### config.mk
export PLATFORM = sky130hd
export DESIGN_NAME = fb_writer
export DESIGN_NICKNAME = d
export VERILOG_FILES = /design/src/rtl/fb_pkg.sv /design/src/rtl/fb_fifo.sv /design/src/rtl/fb_writer.sv
export SDC_FILE = /design/constraint.sdc
export NUM_CORES = 1
export LEC_CHECK = 0
export ABC_AREA = 1
export ABC_CLOCK_PERIOD_IN_PS = 3800
export CAP_MARGIN = 5
export CORE_UTILIZATION = 40
export DETAILED_ROUTE_END_ITERATION = 12
export SYNTH_ARGS = -nofsm -noshare
export SYNTH_HDL_FRONTEND = slang
export SYNTH_SLANG_ARGS = --single-unit
### constraint.sdc
create_clock -name clk -period 3.8 [get_ports clk]
set_input_delay 0.57 -clock clk [delete_from_list [all_inputs] [get_ports clk]]
set_output_delay 0.57 -clock clk [all_outputs]
set_load 0.02 [all_outputs]
### src/rtl/fb_pkg.sv
`default_nettype none
// ============================================================================
// Module      : fb_pkg
// Description : Shared types for the framebuffer write stage. It defines the
//               pixel address width, the FIFO entry layout and the writer
//               state encoding.
// Revision    : 1.0 - initial release
// ============================================================================
package fb_pkg;

    localparam int FB_ADDR_W = 20;
    localparam int FB_BRI_W  = 8;

    // One queued framebuffer operation. An entry with we=0 is a frame-end
    // marker that carries only the 'last' flag.
    typedef struct packed {
        logic [FB_ADDR_W-1:0] addr;
        logic [FB_BRI_W-1:0]  data;
        logic                 we;
        logic                 last;
    } fb_entry_t;

    typedef enum logic [0:0] {
        ST_RUN        = 1'b0,
        ST_WAIT_VSYNC = 1'b1
    } fb_state_e;

endpackage : fb_pkg
`default_nettype wire

### src/rtl/fb_fifo.sv
`default_nettype none
// ============================================================================
// Module      : fb_fifo
// Description : Synchronous FIFO of fb_entry_t. The head is read straight from
//               registered storage, so nothing on the push side reaches the
//               head combinationally. A push into a full FIFO is accepted
//               only when a pop happens in the same cycle.
// Ports       : clk, rst (async, active-high)
//               push_i/entry_i  - write request and data
//               pop_i           - remove head (ignored when empty)
//               head_o/empty_o  - current head entry and empty flag
//               push_ok_o       - push was accepted this cycle
//               count_next_o    - occupancy after this cycle's push/pop
// Revision    : 1.0 - initial release
// ============================================================================
module fb_fifo
    import fb_pkg::*;
#(
    parameter int DEPTH = 8
) (
    input  logic                   clk,
    input  logic                   rst,
    input  logic                   push_i,
    input  fb_entry_t              entry_i,
    input  logic                   pop_i,
    output fb_entry_t              head_o,
    output logic                   empty_o,
    output logic                   push_ok_o,
    output logic [$clog2(DEPTH):0] count_next_o
);

    localparam int AW = $clog2(DEPTH);

    fb_entry_t     mem_q [DEPTH];
    logic [AW-1:0] wr_ptr_q;
    logic [AW-1:0] rd_ptr_q;
    logic [AW:0]   count_q;
    logic          is_full;
    logic          is_empty;
    logic          pop_ok;

    assign is_full   = (count_q == (AW+1)'(DEPTH));
    assign is_empty  = (count_q == '0);
    assign pop_ok    = pop_i & ~is_empty;
    assign push_ok_o = push_i & (~is_full | pop_ok);
    assign empty_o   = is_empty;
    assign head_o    = mem_q[rd_ptr_q];

    always_comb begin
        count_next_o = count_q + {{AW{1'b0}}, push_ok_o} - {{AW{1'b0}}, pop_ok};
    end

    always_ff @(posedge clk or posedge rst) begin
        if (rst) begin
            wr_ptr_q <= '0;
            rd_ptr_q <= '0;
            count_q  <= '0;
        end else begin
            if (push_ok_o) wr_ptr_q <= wr_ptr_q + 1'b1;
            if (pop_ok)    rd_ptr_q <= rd_ptr_q + 1'b1;
            count_q <= count_next_o;
        end
    end

    // Storage needs no reset: the pointers and count define what is valid.
    always_ff @(posedge clk) begin
        if (push_ok_o) mem_q[wr_ptr_q] <= entry_i;
    end

endmodule : fb_fifo
`default_nettype wire

### src/rtl/fb_writer.sv
`default_nettype none
// ============================================================================
// Module      : fb_writer
// Description : Framebuffer write stage. It queues resolved pixels and writes
//               them to the back bank through a ready-handshaked port. At frame
//               end it waits for the next vsync before swapping banks.
// Ports       : clk, rst (async, active-high)
//               fb_addr_w, hit_w, bri_w, valid_w, swap - resolved pixel input
//               vsync                      - display timing pulse
//               mem_wready / mem_we, mem_addr, mem_wdata - write port
//               front_sel  - bank being scanned out
//               stall      - upstream must stop issuing
//               frame_done - one-cycle pulse on bank swap
//               overflow   - sticky, a push was dropped
// Revision    : 1.0 - initial release
// ============================================================================
module fb_writer
    import fb_pkg::*;
#(
    parameter int          ADDR_W     = FB_ADDR_W,
    parameter int          FIFO_DEPTH = 8,
    parameter int          SKID       = 4,
    parameter logic [7:0]  BG_BRI     = 8'h00
) (
    input  logic              clk,
    input  logic              rst,
    input  logic [ADDR_W-1:0] fb_addr_w,
    input  logic              hit_w,
    input  logic [7:0]        bri_w,
    input  logic              valid_w,
    input  logic              swap,
    input  logic              vsync,
    input  logic              mem_wready,
    output logic              mem_we,
    output logic [ADDR_W:0]   mem_addr,
    output logic [7:0]        mem_wdata,
    output logic              front_sel,
    output logic              stall,
    output logic              frame_done,
    output logic              overflow
);

    localparam int             CW        = $clog2(FIFO_DEPTH) + 1;
    localparam logic [CW-1:0]  STALL_TH  = CW'(FIFO_DEPTH - SKID);

    fb_state_e     state_q, state_d;
    logic          front_sel_q, front_sel_d;
    logic          armed_q, armed_d;
    logic          frame_done_q, frame_done_d;
    logic          stall_q, stall_d;
    logic          overflow_q, overflow_d;

    logic          push;
    logic          pop;
    logic          push_ok;
    logic          fifo_empty;
    fb_entry_t     entry_in;
    fb_entry_t     head;
    logic [CW-1:0] count_next;

    assign push          = valid_w | swap;
    assign entry_in.addr = fb_addr_w;
    assign entry_in.data = hit_w ? bri_w : BG_BRI;
    assign entry_in.we   = valid_w;
    assign entry_in.last = swap;

    fb_fifo #(
        .DEPTH (FIFO_DEPTH)
    ) u_fifo (
        .clk          (clk),
        .rst          (rst),
        .push_i       (push),
        .entry_i      (entry_in),
        .pop_i        (pop),
        .head_o       (head),
        .empty_o      (fifo_empty),
        .push_ok_o    (push_ok),
        .count_next_o (count_next)
    );

    always_comb begin
        state_d      = state_q;
        front_sel_d  = front_sel_q;
        armed_d      = 1'b0;
        frame_done_d = 1'b0;
        pop          = 1'b0;
        mem_we       = 1'b0;
        unique case (state_q)
            ST_RUN: begin
                if (!fifo_empty) begin
                    if (head.we) begin
                        mem_we = 1'b1;
                        pop    = mem_wready;
                    end else begin
                        // Frame-end marker: nothing to write, retire it now.
                        pop = 1'b1;
                    end
                    if (pop && head.last) state_d = ST_WAIT_VSYNC;
                end
            end
            ST_WAIT_VSYNC: begin
                // armed_q is low in the first WAIT cycle so a vsync there
                // is not taken as the swap point.
                armed_d = 1'b1;
                if (armed_q && vsync) begin
                    state_d      = ST_RUN;
                    front_sel_d  = ~front_sel_q;
                    frame_done_d = 1'b1;
                end
            end
            default: state_d = ST_RUN;
        endcase
        // Registered from next-cycle values, so stall lines up with the
        // state and occupancy it describes.
        stall_d    = (state_d == ST_WAIT_VSYNC) || (count_next >= STALL_TH);
        overflow_d = overflow_q | (push & ~push_ok);
    end

    always_ff @(posedge clk or posedge rst) begin
        if (rst) begin
            state_q      <= ST_RUN;
            front_sel_q  <= 1'b0;
            armed_q      <= 1'b0;
            frame_done_q <= 1'b0;
            stall_q      <= 1'b0;
            overflow_q   <= 1'b0;
        end else begin
            state_q      <= state_d;
            front_sel_q  <= front_sel_d;
            armed_q      <= armed_d;
            frame_done_q <= frame_done_d;
            stall_q      <= stall_d;
            overflow_q   <= overflow_d;
        end
    end

    // The bank is chosen at pop time, so pixels queued during WAIT_VSYNC
    // land in the bank that becomes the back bank after the swap.
    assign mem_addr   = {~front_sel_q, head.addr};
    assign mem_wdata  = head.data;
    assign front_sel  = front_sel_q;
    assign stall      = stall_q;
    assign frame_done = frame_done_q;
    assign overflow   = overflow_q;

endmodule : fb_writer
`default_nettype wire

==> results of run 1 <==
[synthesized netlist by cell type, drive strengths merged, types with 3 or more instances]
cell type and count:
a21oi 3, a31oi 29, buf 20, clkbuf 25, dfrtp 16, edfxtp 240, ha 8, inv 36
nand2 50, nand3 17, nor2 210, o21ai 113, o22ai 28
[power by group through the flow]
stage	Combinational, mW	Sequential [mW]	Clock, mW
6_report	3.95	3.99	2.34
5_1_grt	4.38	4.05	2.50
4_1_cts	4.03	3.99	2.40
3_5_place_dp	4.01	4.05	0
3_3_place_gp	3.98	4.04	0
2_1_floorplan	2.51	4.01	0
[registers in the layout, indices dropped and copies added (netlist names)]
register         flops
u_fifo.count_q       4
front_sel            1
u_fifo.wr_ptr_q      3
frame_done           1
state_q              1
armed_q              1
stall                1
overflow             1
u_fifo.rd_ptr_q      3
u_fifo.mem_q       240
[layer usage]
layer | track usage | share of wire | routed length (um) | vias up
li1 | - | - | - | 3008
met1 | 0.2164 | 0.42 | 8881 | 2922
met2 | 0.2955 | 0.50 | 10570 | 156
met3 | 0.02157 | 0.058 | 1219 | 34
met4 | 0.04889 | 0.024 | 510 | 0
met5 | 0 | 0 | 0 | -
[worst max-delay path, stage by stage, from the launching register on]
cell,delay (ns)
dfrtp_4,0.48
clkinv_2,0.32
buf_4,0.43
o21ai_0,0.13
o22ai_1,0.11
nor2_1,0.05
a31oi_1,0.24
clkdlybuf4s50_1,0.65
[worst min path at each step]
stage | from | endpoint | slack [ns]
global placement | state_q | armed_q | 0.44
finish | rst | u_fifo.wr_ptr_q[2] | 0.44
detailed placement | state_q | armed_q | 0.44
floorplan | state_q | armed_q | 0.39
global route | state_q | armed_q | 0.48
CTS | rst | u_fifo.wr_ptr_q[2] | 0.44
[through the flow]
stage / util / power [mW]
after global placement: 0.4508 / 8.022
after detailed placement: 0.4508 / 8.054
after floorplan: - / 6.520
after global routing: 0.4818 / 10.93
final: 0.4818 / 10.28
after CTS: 0.4818 / 10.42
[cell families (layout without fill, tap and decap cells)]
kind of cell	after synthesis	after routing	synth area share
AO/OA/AOI/OAI	175	175	0.09379
XOR/XNOR	4	4	0.003443
adder cells (fa/ha/maj)	9	9	0.01180
buffers and inverters	81	167	0.03479
flip-flops	256	256	0.7474
AND/OR/NAND/NOR	279	279	0.1088
[final cells by class]
type                            instances  area (um2)  area share
Clock inverter                         11       77.57    0.006431
Sequential cell                       256        7612      0.6311
Clock buffer                           33       698.2     0.05788
Inverter                               36       136.4     0.01131
Multi-Input combinational cell        467        2277      0.1888
Tap cell                              330       412.9     0.03423
Timing Repair Buffer                   87       848.3     0.07032
==> summary.md, run 1 <==
| Metric | Value |
|---|---|
| Largest net degree at the start of global routing | `63` |
| Min cycle time layout | `3.508 ns` |
| Most frequent cells in the layout | `edfxtp_1, nor2_1, o21ai_0` |
| Initial Utilization | `0.4065` |
| Ys flop type | `edfxtp_1` |
| Clk buf depth | `3` |
| Vias | `6120` |
| CTS H-tree depth | `1` |
| Cell taking the most area after synthesis | `edfxtp_1` |
| Maximum fanout along the worst path | `40` |
| Commonest non-fill, non-tap cell in the layout | `edfxtp_1` |
| Required time worst endpoint | `3.23 ns` |
| R2r startpoint | `u_fifo.rd_ptr_q[0]` |
| Net Sw Frac | `0.3621` |
| Post-synthesis sequential area ratio | `0.7474` |
| Post-CTS Hold Buffers | `0` |
| Clock share of power | `0.228` |
| # Max-Cap Violations | `0` |
| DRC Markers | `0` |
| DR pass1 iterations | `5` |
| Setup Skew | `0.01119 ns` |
| Antenna Violating Nets Remaining | `0` |
| CORE AREA | `25040 um2` |
| Placed Instance Area | `11290 um2` |
| Cell Int Power | `6.558 mW` |
| Gr ovfl total | `0` |
| Initial DRC Count | `357` |
| TritonCTS Buffers | `27` |
| DR WL/cell | `17.36 um` |
| Worst setup path endpoint | `mem_wdata[7]` |
| WP data arrival | `2.94 ns` |
| Setup crit start | `u_fifo.rd_ptr_q[0]` |
| Vias in the first global route | `5945` |
| Area delta synth->final | `18.51%` |
| Hold WS | `0.4370 ns` |
| Final Hold Viols | `0` |
| Syn Nets | `848` |
| R2r setup slk | `0.80 ns` |
| Post-synth cell types | `27` |
| Fin Setup TNS | `0 ns` |
| Die width | `161.5 um` |
| Clock slew at reported path FFs | `0.06 ns` |
| Postcts setup bufs | `0` |
| Post-route cell area | `12060 um2` |
| First-pass GRT wire length | `33140 um` |
| Leak Pwr | `4.185 nW` |
| Fin. max-slew vios | `0` |
| Die ar. | `26090 um2` |
| Ys Warns | `0` |
| Reg2Reg Capture Point | `stall` |
| Count of input and output buffers | `68` |
| Initial antenna violation count | `0` |
| Clk sink count | `256` |
| GPL Wtd Cong | `0.7404` |
| Combinational cell fraction of total power | `0.385` |
| Share of layout cells above drive strength 1 | `0.07865` |
| Post-cts sizing count | `0` |
| Synth top area share | `0.7081` |
| GRT Util Overall | `0.1678` |
| Final setup viols | `0` |
| Reg2reg path depth | `16` |
| Non-filler cells, final | `1220` |
| Post-DP HPWL | `11220 um` |
| Status | `finished, final reports clean` |
| Total Wirelength | `21180 um` |
| Share of power burned in registers | `0.388` |
| Num ports | `69` |
| Mapped cell area | `10180 um2` |
| Fmax | `0.2850 GHz` |
| CTS tree | `built` |
| Die height | `161.5 um` |
| Setup repair after global routing missed its margin | `no` |
| FILL cells | `2253` |
| Gate Count Post-Synth | `804` |
| Nets@finish | `919` |
| Root buffer cell | `clkbuf_16` |
| Final period util | `0.9232` |
| Worst Setup Start Kind | `register` |
| Synth area leaders | `edfxtp_1, nor2_1, o21ai_0` |
| NetSw | `3.722 mW` |
| Syn Area/Cell | `12.66 um2` |
| Number of synthesized flops with an enable pin | `240` |
| Vias/cell | `5.016` |
| #FFs+latches synth | `256` |
| DP Cell Count | `1176` |
| Post-place setup slack | `0.8036 ns` |
| PwrDens | `852.2 nW/um2` |
| VDD IR max | `0.0003827 V` |
| Max transition margin | `0.5586` |
| Rows | `58` |
| Worst Hold Class | `input port to asynchronous set/reset pin` |
| Tightest Pin Transition | `0.6614 ns` |
| Ant diodes | `0` |
| Critical setup path kind | `register to output port` |
| Worst setup EP type | `output port` |
| PnR worst setup slack | `0.2918 ns` |
| Synth async-reset ratio | `0.06250` |
| Worst skew pair latency | `0.53 ns` |
(Power assumes the default switching activity.)
==> run 2, diff against run 1 <==
Settings changed: CTS_CLUSTER_DIAMETER set to 200, HOLD_SLACK_MARGIN set to 0.06.
==> results of run 2 <==
The final DEF is identical to that of run 1; final timing and power are the same.
==> run 3, diff against run 2 <==
Settings changed: MAX_ROUTING_LAYER set to met4, SETUP_SLACK_MARGIN set to 0.1.
==> run 3 against run 2 <==
Effect of this change:
- worst hold slack is essentially flat
- global-route usage grew 0.51 points
- highest routed layer unchanged
- cell count is the same
==> summary.md, run 3 (same netlist as run 1, synthesis figures left out) <==
| Metric | Value |
|---|---|
| Largest regs | `u_fifo.mem_q (240), u_fifo.count_q (4)` |
| Vias/cell | `5.048` |
| Share of power burned in registers | `0.387` |
| Ant diodes | `0` |
| Num ports | `69` |
| Reg2Reg Capture Point | `stall` |
| Area delta synth->final | `18.55%` |
| Post-place setup slack | `0.8036 ns` |
| Leak Pwr | `4.186 nW` |
| Final setup viols | `0` |
| Max transition margin | `0.5585` |
| CP cell instances | `inv_2 -> buf_12 -> o21ai_0 -> o22ai_1 -> nor2_1 -> a31oi_1 -> clkdlybuf4s50_1` |
| Setup repair after global routing missed its margin | `no` |
| Critical setup path kind | `register to output port` |
| Most frequent cells in the layout | `edfxtp_1, nor2_1, o21ai_0` |
| DR WL/cell | `17.57 um` |
| Min cycle time layout | `3.486 ns` |
| Root buffer cell | `clkbuf_16` |
| Required time worst endpoint | `3.23 ns` |
| Share of layout cells above drive strength 1 | `0.07865` |
| CTS tree | `built` |
| Clock slew at reported path FFs | `0.06 ns` |
| Initial antenna violation count | `0` |
| Setup Skew | `0.009787 ns` |
| Fin. max-slew vios | `0` |
| Worst Hold Class | `input port to asynchronous set/reset pin` |
| Max FFs per register | `240` |
| Clk buf depth | `3` |
| Worst Setup Start Kind | `register` |
| NetSw | `3.733 mW` |
| Vias in the first global route | `5940` |
| Clk sink count | `256` |
| Fmax | `0.2868 GHz` |
| Final Hold Viols | `0` |
| Rows | `58` |
| First-pass GRT wire length | `33150 um` |
| Post-DP HPWL | `11220 um` |
| Count of input and output buffers | `68` |
| Maximum fanout along the worst path | `39` |
| DR pass1 iterations | `5` |
| Die ar. | `26090 um2` |
| Commonest non-fill, non-tap cell in the layout | `edfxtp_1` |
| Status | `finished, final reports clean` |
| CP peak stage delay | `0.67 ns` |
| VDD IR max | `0.0003823 V` |
| R2r startpoint | `u_fifo.rd_ptr_q[0]` |
| CP max stage cell | `clkdlybuf4s50_1` |
| WP data arrival | `2.92 ns` |
| Combinational cell fraction of total power | `0.386` |
| Post-route cell area | `12070 um2` |
| PwrDens | `853.1 nW/um2` |
| Initial DRC Count | `389` |
| Post-CTS Hold Buffers | `0` |
| Clock share of power | `0.227` |
| GPL Wtd Cong | `0.7496` |
| Initial Utilization | `0.4065` |
| R2r setup slk | `0.81 ns` |
| Worst skew pair latency | `0.53 ns` |
| Worst setup EP type | `output port` |
| Tightest Pin Transition | `0.6615 ns` |
| Nets@finish | `919` |
| Total Wirelength | `21440 um` |
| Largest net degree at the start of global routing | `63` |
| Final period util | `0.9174` |
| CORE AREA | `25040 um2` |
| Die width | `161.5 um` |
| Die height | `161.5 um` |
| GRT Util Overall | `0.1729` |
| Antenna Violating Nets Remaining | `0` |
| Fin Setup TNS | `0 ns` |
| PnR worst setup slack | `0.3137 ns` |
| DP Cell Count | `1176` |
| Reg2reg path depth | `16` |
| TritonCTS Buffers | `27` |
| DRC Markers | `0` |
| Cell Int Power | `6.561 mW` |
| Net Sw Frac | `0.3626` |
| Placed Instance Area | `11290 um2` |
| CP Buf/Inv Count | `3` |
| Gr ovfl total | `0` |
| Non-filler cells, final | `1220` |
| CTS H-tree depth | `1` |
| Worst path top cell family by delay | `buffers and inverters` |
| Most flop-heavy register | `u_fifo.mem_q` |
| # Max-Cap Violations | `0` |
| Vias | `6158` |
[run 3: how the worst max path moves through the flow]
stage / from / to / slack (ns) / cells after the start
2_1_floorplan: u_fifo.rd_ptr_q[0] / u_fifo.mem_q[2][0] / 0.94 / 10
3_3_place_gp: u_fifo.rd_ptr_q[0] / mem_wdata[7] / 0.83 / 7
3_5_place_dp: u_fifo.rd_ptr_q[0] / mem_wdata[7] / 0.80 / 7
4_1_cts: u_fifo.rd_ptr_q[1] / mem_wdata[5] / 0.23 / 7
5_1_grt: u_fifo.rd_ptr_q[1] / mem_addr[19] / 0.18 / 6
6_report: u_fifo.rd_ptr_q[1] / mem_wdata[5] / 0.31 / 7
[run 3: per-layer routing]
| layer | routed length (um) | GRT usage |
|---|---|---|
| met5 | 0 | - |
| met2 | 10630 | 0.2953 |
| met1 | 9319 | 0.2164 |
| met4 | 506 | 0.04889 |
| met3 | 978 | 0.02157 |
[run 3: power by group through the flow]
stage          Combinational [mW]  Clock [mW]  Sequential (mW)
2_1_floorplan                2.51           0             4.01
3_3_place_gp                 3.98           0             4.04
3_5_place_dp                 4.01           0             4.05
4_1_cts                      4.03        2.40             3.99
5_1_grt                      4.39        2.50             4.05
6_report                     3.97        2.34             3.99
[run 3: metrics by stage]
stage | utilization | total power, mW | hold slack (ns)
2_1_floorplan | - | 6.520 | 0.3947
3_3_place_gp | 0.4508 | 8.022 | 0.4368
3_5_place_dp | 0.4508 | 8.054 | 0.4395
4_1_cts | 0.4818 | 10.42 | 0.4431
5_1_grt | 0.4820 | 10.93 | 0.4769
6_report | 0.4820 | 10.29 | 0.4372
[run 3: area by class of cell]
| class | instances | area, um2 |
|---|---|---|
| inverter | 36 | 136.4 |
| multi-input combinational | 467 | 2277 |
| timing repair buffer | 87 | 852.1 |
| tap | 330 | 412.9 |
| sequential | 256 | 7612 |
| clock inverter | 11 | 77.57 |
| fill | 2251 | 12970 |
| clock buffer | 33 | 698.2 |
[run 3: repair_timing]
action / in CTS / in global routing
buffers inserted: 0 / 0
endpoints found under the setup margin: 0 / 1
resized for setup: 0 / 1
